**src/rtl/instr_link_arbiter_pkg.sv**
```systemverilog
// Shared definitions for the instruction link arbiter and its round-robin
// picker: FSM state type and default parameter values.
// The optional frame watchdog is enabled by defining INSTR_ARB_TIMEOUT_EN
// at build time (disabled by default).
package instr_link_arbiter_pkg;

  typedef enum logic [1:0] {
    ST_IDLE  = 2'd0,
    ST_GRANT = 2'd1,
    ST_WAIT  = 2'd2,
    ST_XFER  = 2'd3
  } arb_state_e;

  localparam int unsigned DEF_NUM_SRC    = 4;
  localparam int unsigned DEF_DATA_WIDTH = 32;
  localparam int unsigned DEF_FRAME_LEN  = 4;
  localparam int unsigned DEF_TIMEOUT    = 16;

endpackage

```
**src/rtl/instr_link_arbiter_rr_pick.sv**
```systemverilog
// rr_pick: combinational round-robin picker.
// Scans req starting at ptr+1 (wrapping) and returns the first set index.
// Ports:
//   req    in  N   request vector
//   ptr    in  PW  index of the previous winner (lowest priority now)
//   winner out PW  selected index (0 when valid is low)
//   valid  out 1   at least one request is set
module rr_pick #(
  parameter int unsigned N  = 4,
  parameter int unsigned PW = (N > 1) ? $clog2(N) : 1
) (
  input  logic [N-1:0]  req,
  input  logic [PW-1:0] ptr,
  output logic [PW-1:0] winner,
  output logic          valid
);

  // Walk offsets from N (lowest priority, ptr itself) down to 1 (highest
  // priority, ptr+1); later hits overwrite earlier ones.
  always_comb begin
    winner = '0;
    valid  = 1'b0;
    for (int unsigned k = 0; k < N; k++) begin
      int unsigned   idx;
      logic [PW-1:0] sel;
      idx = (32'(ptr) + N - k) % N;
      sel = PW'(idx);
      if (req[sel]) begin
        winner = sel;
        valid  = 1'b1;
      end
    end
  end

endmodule

```
**src/rtl/instr_link_arbiter.sv**
```systemverilog
// instr_link_arbiter: shares one downstream instruction link between
// NUM_SRC framing encoders. Requests are granted round-robin, one frame of
// FRAME_LEN words at a time, and the owner's words are registered onto
// out_en/out_data with one cycle of latency.
// Optional watchdog: define INSTR_ARB_TIMEOUT_EN to abort a frame after
// TIMEOUT cycles without an owner word; otherwise timeout is tied low.
// Ports:
//   sys_clk   in   clock, posedge
//   sys_rstn  in   asynchronous active-low reset
//   req       in   per-source frame request (level)
//   grant     out  one-hot single-cycle grant pulse
//   in_en     in   per-source word valid
//   in_data   in   per-source words, source i at [i*DATA_WIDTH +: DATA_WIDTH]
//   out_ready in   downstream can accept a full frame
//   out_en    out  output word valid
//   out_data  out  output word
//   busy      out  link owned
//   stray_err out  sticky: word seen from a non-owner or outside a frame
//   timeout   out  single-cycle pulse when a frame is aborted
module instr_link_arbiter
  import instr_link_arbiter_pkg::*;
#(
  parameter int unsigned NUM_SRC    = DEF_NUM_SRC,
  parameter int unsigned DATA_WIDTH = DEF_DATA_WIDTH,
  parameter int unsigned FRAME_LEN  = DEF_FRAME_LEN,
  parameter int unsigned TIMEOUT    = DEF_TIMEOUT
) (
  input  logic                          sys_clk,
  input  logic                          sys_rstn,
  input  logic [NUM_SRC-1:0]            req,
  output logic [NUM_SRC-1:0]            grant,
  input  logic [NUM_SRC-1:0]            in_en,
  input  logic [NUM_SRC*DATA_WIDTH-1:0] in_data,
  input  logic                          out_ready,
  output logic                          out_en,
  output logic [DATA_WIDTH-1:0]         out_data,
  output logic                          busy,
  output logic                          stray_err,
  output logic                          timeout
);

  localparam int unsigned PW = $clog2(NUM_SRC);
  localparam int unsigned CW = $clog2(FRAME_LEN + 1);

  if (NUM_SRC < 2 || NUM_SRC > 8 || FRAME_LEN < 1 || TIMEOUT < 1) begin : g_param_check
    $error("instr_link_arbiter: parameter out of range");
  end

  arb_state_e          state, state_nxt;
  logic [PW-1:0]       owner, ptr, winner;
  logic                win_valid;
  logic [CW-1:0]       word_cnt;
  logic [NUM_SRC-1:0]  owner_mask;
  logic                in_frame, own_word, last_word, start_grant, abort;

  rr_pick #(
    .N  (NUM_SRC),
    .PW (PW)
  ) u_rr_pick (
    .req    (req),
    .ptr    (ptr),
    .winner (winner),
    .valid  (win_valid)
  );

  assign in_frame    = (state == ST_WAIT) || (state == ST_XFER);
  assign owner_mask  = NUM_SRC'(1) << owner;
  assign own_word    = in_frame && in_en[owner];
  assign last_word   = own_word && ((word_cnt + CW'(1)) == CW'(FRAME_LEN));
  assign start_grant = (state == ST_IDLE) && win_valid && out_ready;

`ifdef INSTR_ARB_TIMEOUT_EN
  localparam int unsigned TW = $clog2(TIMEOUT + 1);

  logic [TW-1:0] wdog;
  logic          timeout_q;

  // Counts silent cycles inside a frame; restarts on every owner word.
  assign abort = in_frame && !in_en[owner] && ((wdog + TW'(1)) == TW'(TIMEOUT));

  always_ff @(posedge sys_clk or negedge sys_rstn) begin
    if (!sys_rstn) begin
      wdog      <= '0;
      timeout_q <= 1'b0;
    end else begin
      timeout_q <= abort;
      if (!in_frame || own_word || abort) wdog <= '0;
      else                                wdog <= wdog + TW'(1);
    end
  end

  assign timeout = timeout_q;
`else
  assign abort   = 1'b0;
  assign timeout = 1'b0;
`endif

  // State register
  always_ff @(posedge sys_clk or negedge sys_rstn) begin
    if (!sys_rstn) state <= ST_IDLE;
    else           state <= state_nxt;
  end

  // Next-state logic
  always_comb begin
    state_nxt = state;
    case (state)
      ST_IDLE:  if (start_grant) state_nxt = ST_GRANT;
      ST_GRANT: state_nxt = ST_WAIT;
      ST_WAIT, ST_XFER: begin
        if (last_word || abort) state_nxt = ST_IDLE;
        else if (own_word)      state_nxt = ST_XFER;
      end
      default:  state_nxt = ST_IDLE;
    endcase
  end

  // Outputs decoded from state
  always_comb begin
    grant = '0;
    busy  = (state != ST_IDLE);
    if (state == ST_GRANT) grant = owner_mask;
  end

  // Owner, round-robin pointer, word counter, datapath and error flag
  always_ff @(posedge sys_clk or negedge sys_rstn) begin
    if (!sys_rstn) begin
      owner     <= '0;
      ptr       <= PW'(NUM_SRC - 1);
      word_cnt  <= '0;
      out_en    <= 1'b0;
      out_data  <= '0;
      stray_err <= 1'b0;
    end else begin
      if (start_grant) begin
        owner <= winner;
        ptr   <= winner;
      end

      if (!in_frame || last_word) word_cnt <= '0;
      else if (own_word)          word_cnt <= word_cnt + CW'(1);

      out_en <= own_word;
      if (own_word) out_data <= in_data[owner*DATA_WIDTH +: DATA_WIDTH];

      // Only the owner may drive words, and only inside WAIT/XFER.
      if (|(in_en & ~(in_frame ? owner_mask : '0))) stray_err <= 1'b1;
    end
  end

endmodule

```
**config.mk**
```make
export PLATFORM = sky130hd
export DESIGN_NAME = instr_link_arbiter
export DESIGN_NICKNAME = d
export VERILOG_FILES = /design/src/rtl/instr_link_arbiter_pkg.sv /design/src/rtl/instr_link_arbiter_rr_pick.sv /design/src/rtl/instr_link_arbiter.sv
export SDC_FILE = /design/constraint.sdc
export NUM_CORES = 1
export LEC_CHECK = 0
export ABC_CLOCK_PERIOD_IN_PS = 2100
export CAP_MARGIN = 25
export CELL_PAD_IN_SITES_DETAIL_PLACEMENT = 1
export CELL_PAD_IN_SITES_GLOBAL_PLACEMENT = 2
export CORE_ASPECT_RATIO = 0.5
export CORE_MARGIN = 2
export CORE_UTILIZATION = 23
export CTS_BUF_LIST = sky130_fd_sc_hd__clkbuf_8
export DETAILED_ROUTE_END_ITERATION = 16
export GPL_TIMING_DRIVEN = 0
export PLACE_DENSITY_LB_ADDON = 0.05
export SLEW_MARGIN = 20
export SYNTH_ARGS = -nofsm -noshare
export SYNTH_HDL_FRONTEND = slang
export SYNTH_SLANG_ARGS = --single-unit
```
**constraint.sdc**
```tcl
create_clock -name sys_clk -period 2.1 [get_ports sys_clk]
set_input_delay 0.42 -clock sys_clk [delete_from_list [all_inputs] [get_ports sys_clk]]
set_output_delay 0.42 -clock sys_clk [all_outputs]
set_load 0.01 [all_outputs]
```
---- Yosys cells after proc, flatten, opt, wreduce, memory -nomap -nowiden ----
Cells that the tools add are included.
word-level totals
  register bits ........................... 43
  latch bits .............................. 0
  memory bits (writable) .................. 0
  bits in read-only memories .............. 0
  input port bits ......................... 139
  output and inout bits ................... 40
  word-level logic and storage cells ...... 66
  memories ................................ 0
cells by class
  add/subtract/negate cells ............... 5
  multiply operators ...................... 0
  div/mod/pow operators ................... 0
  order comparisons ....................... 5
  equal/unequal tests ..................... 6
  shift-type cells ........................ 2
  multiplexer cells ....................... 26
  bitwise operators ....................... 2
  reduce and logical (&&, ||, !) cells .... 13
operator list
  operator                                                              count
  128-bit by 8-bit indexed part select with 32-bit output               1
  2-bit by 3-bit < comparator with 1-bit output, second input constant  5
  2-bit 2-to-1 mux                                                      7
  1-bit binary-select mux with 2-bit select                             5
  1-bit 2-to-1 mux                                                      9
  4-bit 2-to-1 mux                                                      2
  3-bit 2-to-1 mux                                                      2
  2-bit case mux with 3 select lines                                    1
  4-bit AND                                                             1
  2-bit == test, second input constant                                  2
  1-bit logical AND                                                     4
  4-bit NOT                                                             1
  2-bit nonzero test                                                    2
  4-bit OR reduction                                                    1
  1-bit by 2-bit left shift with 4-bit output, first input constant     1
  2-bit subtractor, second input constant                               2
  3-bit by 1-bit adder with 3-bit output, second input constant         1
  3-bit == test, second input constant                                  1
  3-bit inequality test, second input constant                          1
  2-bit by 1-bit adder with 2-bit output, second input constant         1
  2-bit by 1-bit == test with 1-bit output, second input constant       1
  2-bit zero test                                                       1
  1-bit logical OR                                                      2
  2-bit inequality test, second input constant                          1
  4 further kinds                                                       4

---- Logic depth before layout (Yosys ltp) ----
  word-level depth ........................ 11
  gate-level depth with buffers ........... 6
  depth with buffers taken out ............ 5

---- Cells and area by module ----
From an unflattened synthesis, not the netlist that was laid out.
second synthesis, totals
  cell total of the unflattened synthesis .. 176
  area total of the unflattened synthesis .. 2800.2 um2
modules (own cells, without submodules)
  module              times used  cells each  area each (um2)
  instr_link_arbiter  1           162         2708.8
  rr_pick             1           14          91.3

---- Worst setup path after synthesis ----
OpenSTA, ideal clock, no wires.
  kind .................................... register to output
  from .................................... register owner[1]
  to ...................................... output port grant[2]
  data arrival time ....................... 1421 ps
  required time ........................... 1680 ps
  setup slack ............................. 259 ps
  stages on the path, launching flop included .. 5
  buffers on the path ..................... 3
  cells stage by stage .................... dfrtp_1 clkbuf_1 buf_2 clkbuf_1 nor4bb_1
between the ends
  cells in the longest elaborated chain, start to end .. 2
RTL lines
  what                                         RTL line                   RTL
  from (decl)                                  instr_link_arbiter.sv:50   logic [PW-1:0] owner, ptr, winner;
  from (signal assigned)                       instr_link_arbiter.sv:136  owner <= winner;
  1-bit by 2-bit left shift with 4-bit output  instr_link_arbiter.sv:67   assign owner_mask = NUM_SRC'(1) << owner;
  4-bit 2-to-1 mux                             instr_link_arbiter.sv:122  if (state == ST_GRANT) grant = owner_mask;
  to (decl)                                    instr_link_arbiter.sv:31   output logic [NUM_SRC-1:0] grant,
Every way passes these cells.

---- Worst setup path in the final report ----
  from .................................... register state[1]
  to ...................................... output port busy
between the ends
  cells in the longest elaborated chain, start to end .. 1
RTL lines
  what                    RTL line                   RTL
  from (decl)             instr_link_arbiter.sv:49   arb_state_e state, state_nxt;
  from (signal assigned)  instr_link_arbiter.sv:101  else state <= state_nxt;
  2-bit nonzero test      instr_link_arbiter.sv:121  busy = (state != ST_IDLE);
  to (decl)               instr_link_arbiter.sv:37   output logic busy,
Every way passes these cells.

==> results.sh <==
export IMPL_ios=179
export IMPL_gp_congestion=0.770
export IMPL_hold_violations=0
export IMPL_hold_class="flip-flop to flip-flop"
export IMPL_final_cells=529
export IMPL_path_clk_slew_ns=0.09
export IMPL_setup_slack_ns=0.0882
export IMPL_end_kind="output pin"
export IMPL_grt_pass1_vias=2598
export IMPL_grt_max_degree=32
export IMPL_powerDensity_nw_per_um2=1180
export IMPL_wl_per_cell_um=17.5
export IMPL_skew_ns=0.00597
export IMPL_regArea_um2=1080
export IMPL_synth_top_area_share_pct=36.6
export IMPL_coreArea_um2=11800
export IMPL_peakVddDrop_v=0.000404
export IMPL_insertion_delay_ns=0.30
export IMPL_max_slew_margin_pct=54.6
export IMPL_setup_viol=0
export IMPL_yosysTopAreaCell="dfrtp_1"
export IMPL_timing_reg2reg_worst_path_depth=5
export IMPL_p_leak_nw=1.93
export IMPL_postRouteAntennaNets=0
export IMPL_grt_pass1_wl_mm=14.5
export IMPL_cts_tree="yes"
export IMPL_rsz0062_at_grt="no"
export IMPL_dp_cells=522
export IMPL_synth_edff_count=0
export IMPL_vias=2348
export IMPL_seq_area_frac_synth_pct=38.5
export IMPL_power_mw=5.81
export IMPL_diodes=0
export IMPL_nFillCells=1260
export IMPL_drt_iter0_drc=70
export IMPL_first_pass_iters=4
export IMPL_rows=28
export IMPL_dp_slack_ns=-0.548
export IMPL_multi_input_area_um2=1610
export IMPL_critPathArrivalTime_ns=1.59
export IMPL_design_area_um2=4920
export IMPL_synthArstFlopShare_pct=100
export IMPL_layout_common_cells="clkdlybuf4s50_1, dfrtp_1, mux4_2"
export IMPL_ys_top_cells_by_area="dfrtp_1, mux4_2, mux2_4"
export IMPL_cp_max_fo=7
export IMPL_synth_nets=320
export IMPL_wl_mm=9.23
export IMPL_syn_inst=179
export IMPL_synth_seq_cells=43
export IMPL_drv_cap=0
export IMPL_start_kind="flip-flop"
export IMPL_cts_max_level=2
export IMPL_holdPathEnd="stray_err"
export IMPL_portBuffers=177
export IMPL_die_w_um=160
export IMPL_cp_required_ns=1.68
export IMPL_grt_usage_pct=14.5
export IMPL_clk_path_buf_depth=2
export IMPL_post_route_period_util_pct=95.8
export IMPL_cts_sinks=43
export IMPL_r2r_slack_ns=0.20
export IMPL_vias_per_cell=4.44
export IMPL_ys_types=41
export IMPL_final_util_pct=41.5
export IMPL_syn_area_um2=2800
export IMPL_hp_start="stray_err"
export IMPL_drc=0
export IMPL_start_util_pct=23.7
export IMPL_root_buffer="clkbuf_8"
export IMPL_postCtsSetupBuffers=0
export IMPL_max_freq_mhz=497
export IMPL_finalMaxSlewViolations=0
export IMPL_r2r_start="owner[0]"
export IMPL_final_common_cell="clkdlybuf4s50_1"
export IMPL_hpwl_mm=7.52
export IMPL_nets=504
export IMPL_syn_avg_cell_area_um2=15.7
export IMPL_status="complete, no violations"
export IMPL_grt_antenna_before_repair=0
export IMPL_hold_depth=1
export IMPL_fp_dieArea_um2=13100
export IMPL_area_delta_synth_final_pct=75.6
export IMPL_critPathKind="flip-flop to output pin"
export IMPL_yosysWarnings=0
export IMPL_ys_flop_type="dfrtp_1"
export IMPL_drive_gt1_share_pct=27.2
export IMPL_worst_slew_pin_slew_ns=0.681
export IMPL_die_h_um=82.0
export IMPL_period_needed_ns=2.01
export IMPL_reg2reg_to="out_data[4]"
export IMPL_place_area_um2=4790
export IMPL_cts_buffers=5
export IMPL_gr_total_overflow=0
==> where the power goes <==
group	switching [mW]	internal [mW]
Clock	0.305	0.300
Combinational	1.36	2.34
Sequential	0.257	1.26
Total	1.92	3.89
==> sequential cells by signal, summed over array words and instances, names as in the netlist <==
| register | cells |
|---|---|
| out_data | 32 |
| word_cnt | 3 |
| owner | 2 |
| ptr | 2 |
| state | 2 |
| out_en | 1 |
| stray_err | 1 |
==> worst max path at each step <==
stage / to / startpoint
after global routing: busy / state[1]
after floorplan: grant[2] / owner[1]
final: busy / state[1]
after detailed placement: grant[2] / owner[1]
after global placement: out_data[11] / sys_rstn
after CTS: grant[0] / owner[0]
==> critical path, cell delays in order, from the launching register on <==
cell	delay, ns
dfrtp_2	0.51
or2_1	0.29
clkdlybuf4s50_1	0.49
==> routing by layer <==
layer,GRT usage (%),part of all wire (%)
met5,0,0
met3,3.74,5.0
met4,3.60,1.1
met1,17.5,42
met2,26.5,52
==> Yosys cell counts (all sizes together), types with 2 or more instances <==
master	number
clkbuf	6
nand3b	2
dfstp	2
ha	2
a21oi	4
nand2b	6
inv	2
nand3	2
a21boi	2
mux4	33
o21ai	5
or2	2
buf	9
nand2	3
nor4bb	3
mux2	32
dfrtp	41
nor2	5
a21o	3
==> cell type report <==
| class | instances | area share, % |
|---|---|---|
| Buffer | 13 | 2.62 |
| Clock inverter | 1 | 0.153 |
| Inverter | 2 | 0.153 |
| Tap cell | 165 | 4.20 |
| Multi-Input combinational cell | 119 | 32.8 |
| Clock buffer | 7 | 1.96 |
| Timing Repair Buffer | 179 | 36.2 |
| Sequential cell | 43 | 22.0 |
==> stage by stage <==
step	hold WS [ns]	setup TNS, ns
detailed placement	0.344	-7.02
CTS	0.485	0
finish	0.476	0
global route	0.530	0
global placement	0.456	-30.91
floorplan	0.124	0
==> cells by family after synthesis <==
| kind of cell | after synthesis | synth area share, % |
|---|---|---|
| DFF | 43 | 38.5 |
| xor gates and xnor gates | 2 | 0.625 |
| buffers and inverters | 17 | 4.42 |
| adders and majority gates | 2 | 0.893 |
| other | 1 | 0.134 |
| muxes | 66 | 43.5 |
| AOI/OAI and AO/OA | 21 | 5.14 |
| and+or+nand+nor | 27 | 6.79 |
==> what timing repair did <==
action,in CTS,in global routing
resized for setup,13,10
endpoints found under the setup margin,8,3
hold buffers,1,0
pin swaps,0,0
hold endpoints to repair,6,0
Note: power is estimated with default switching activity, not from simulation.
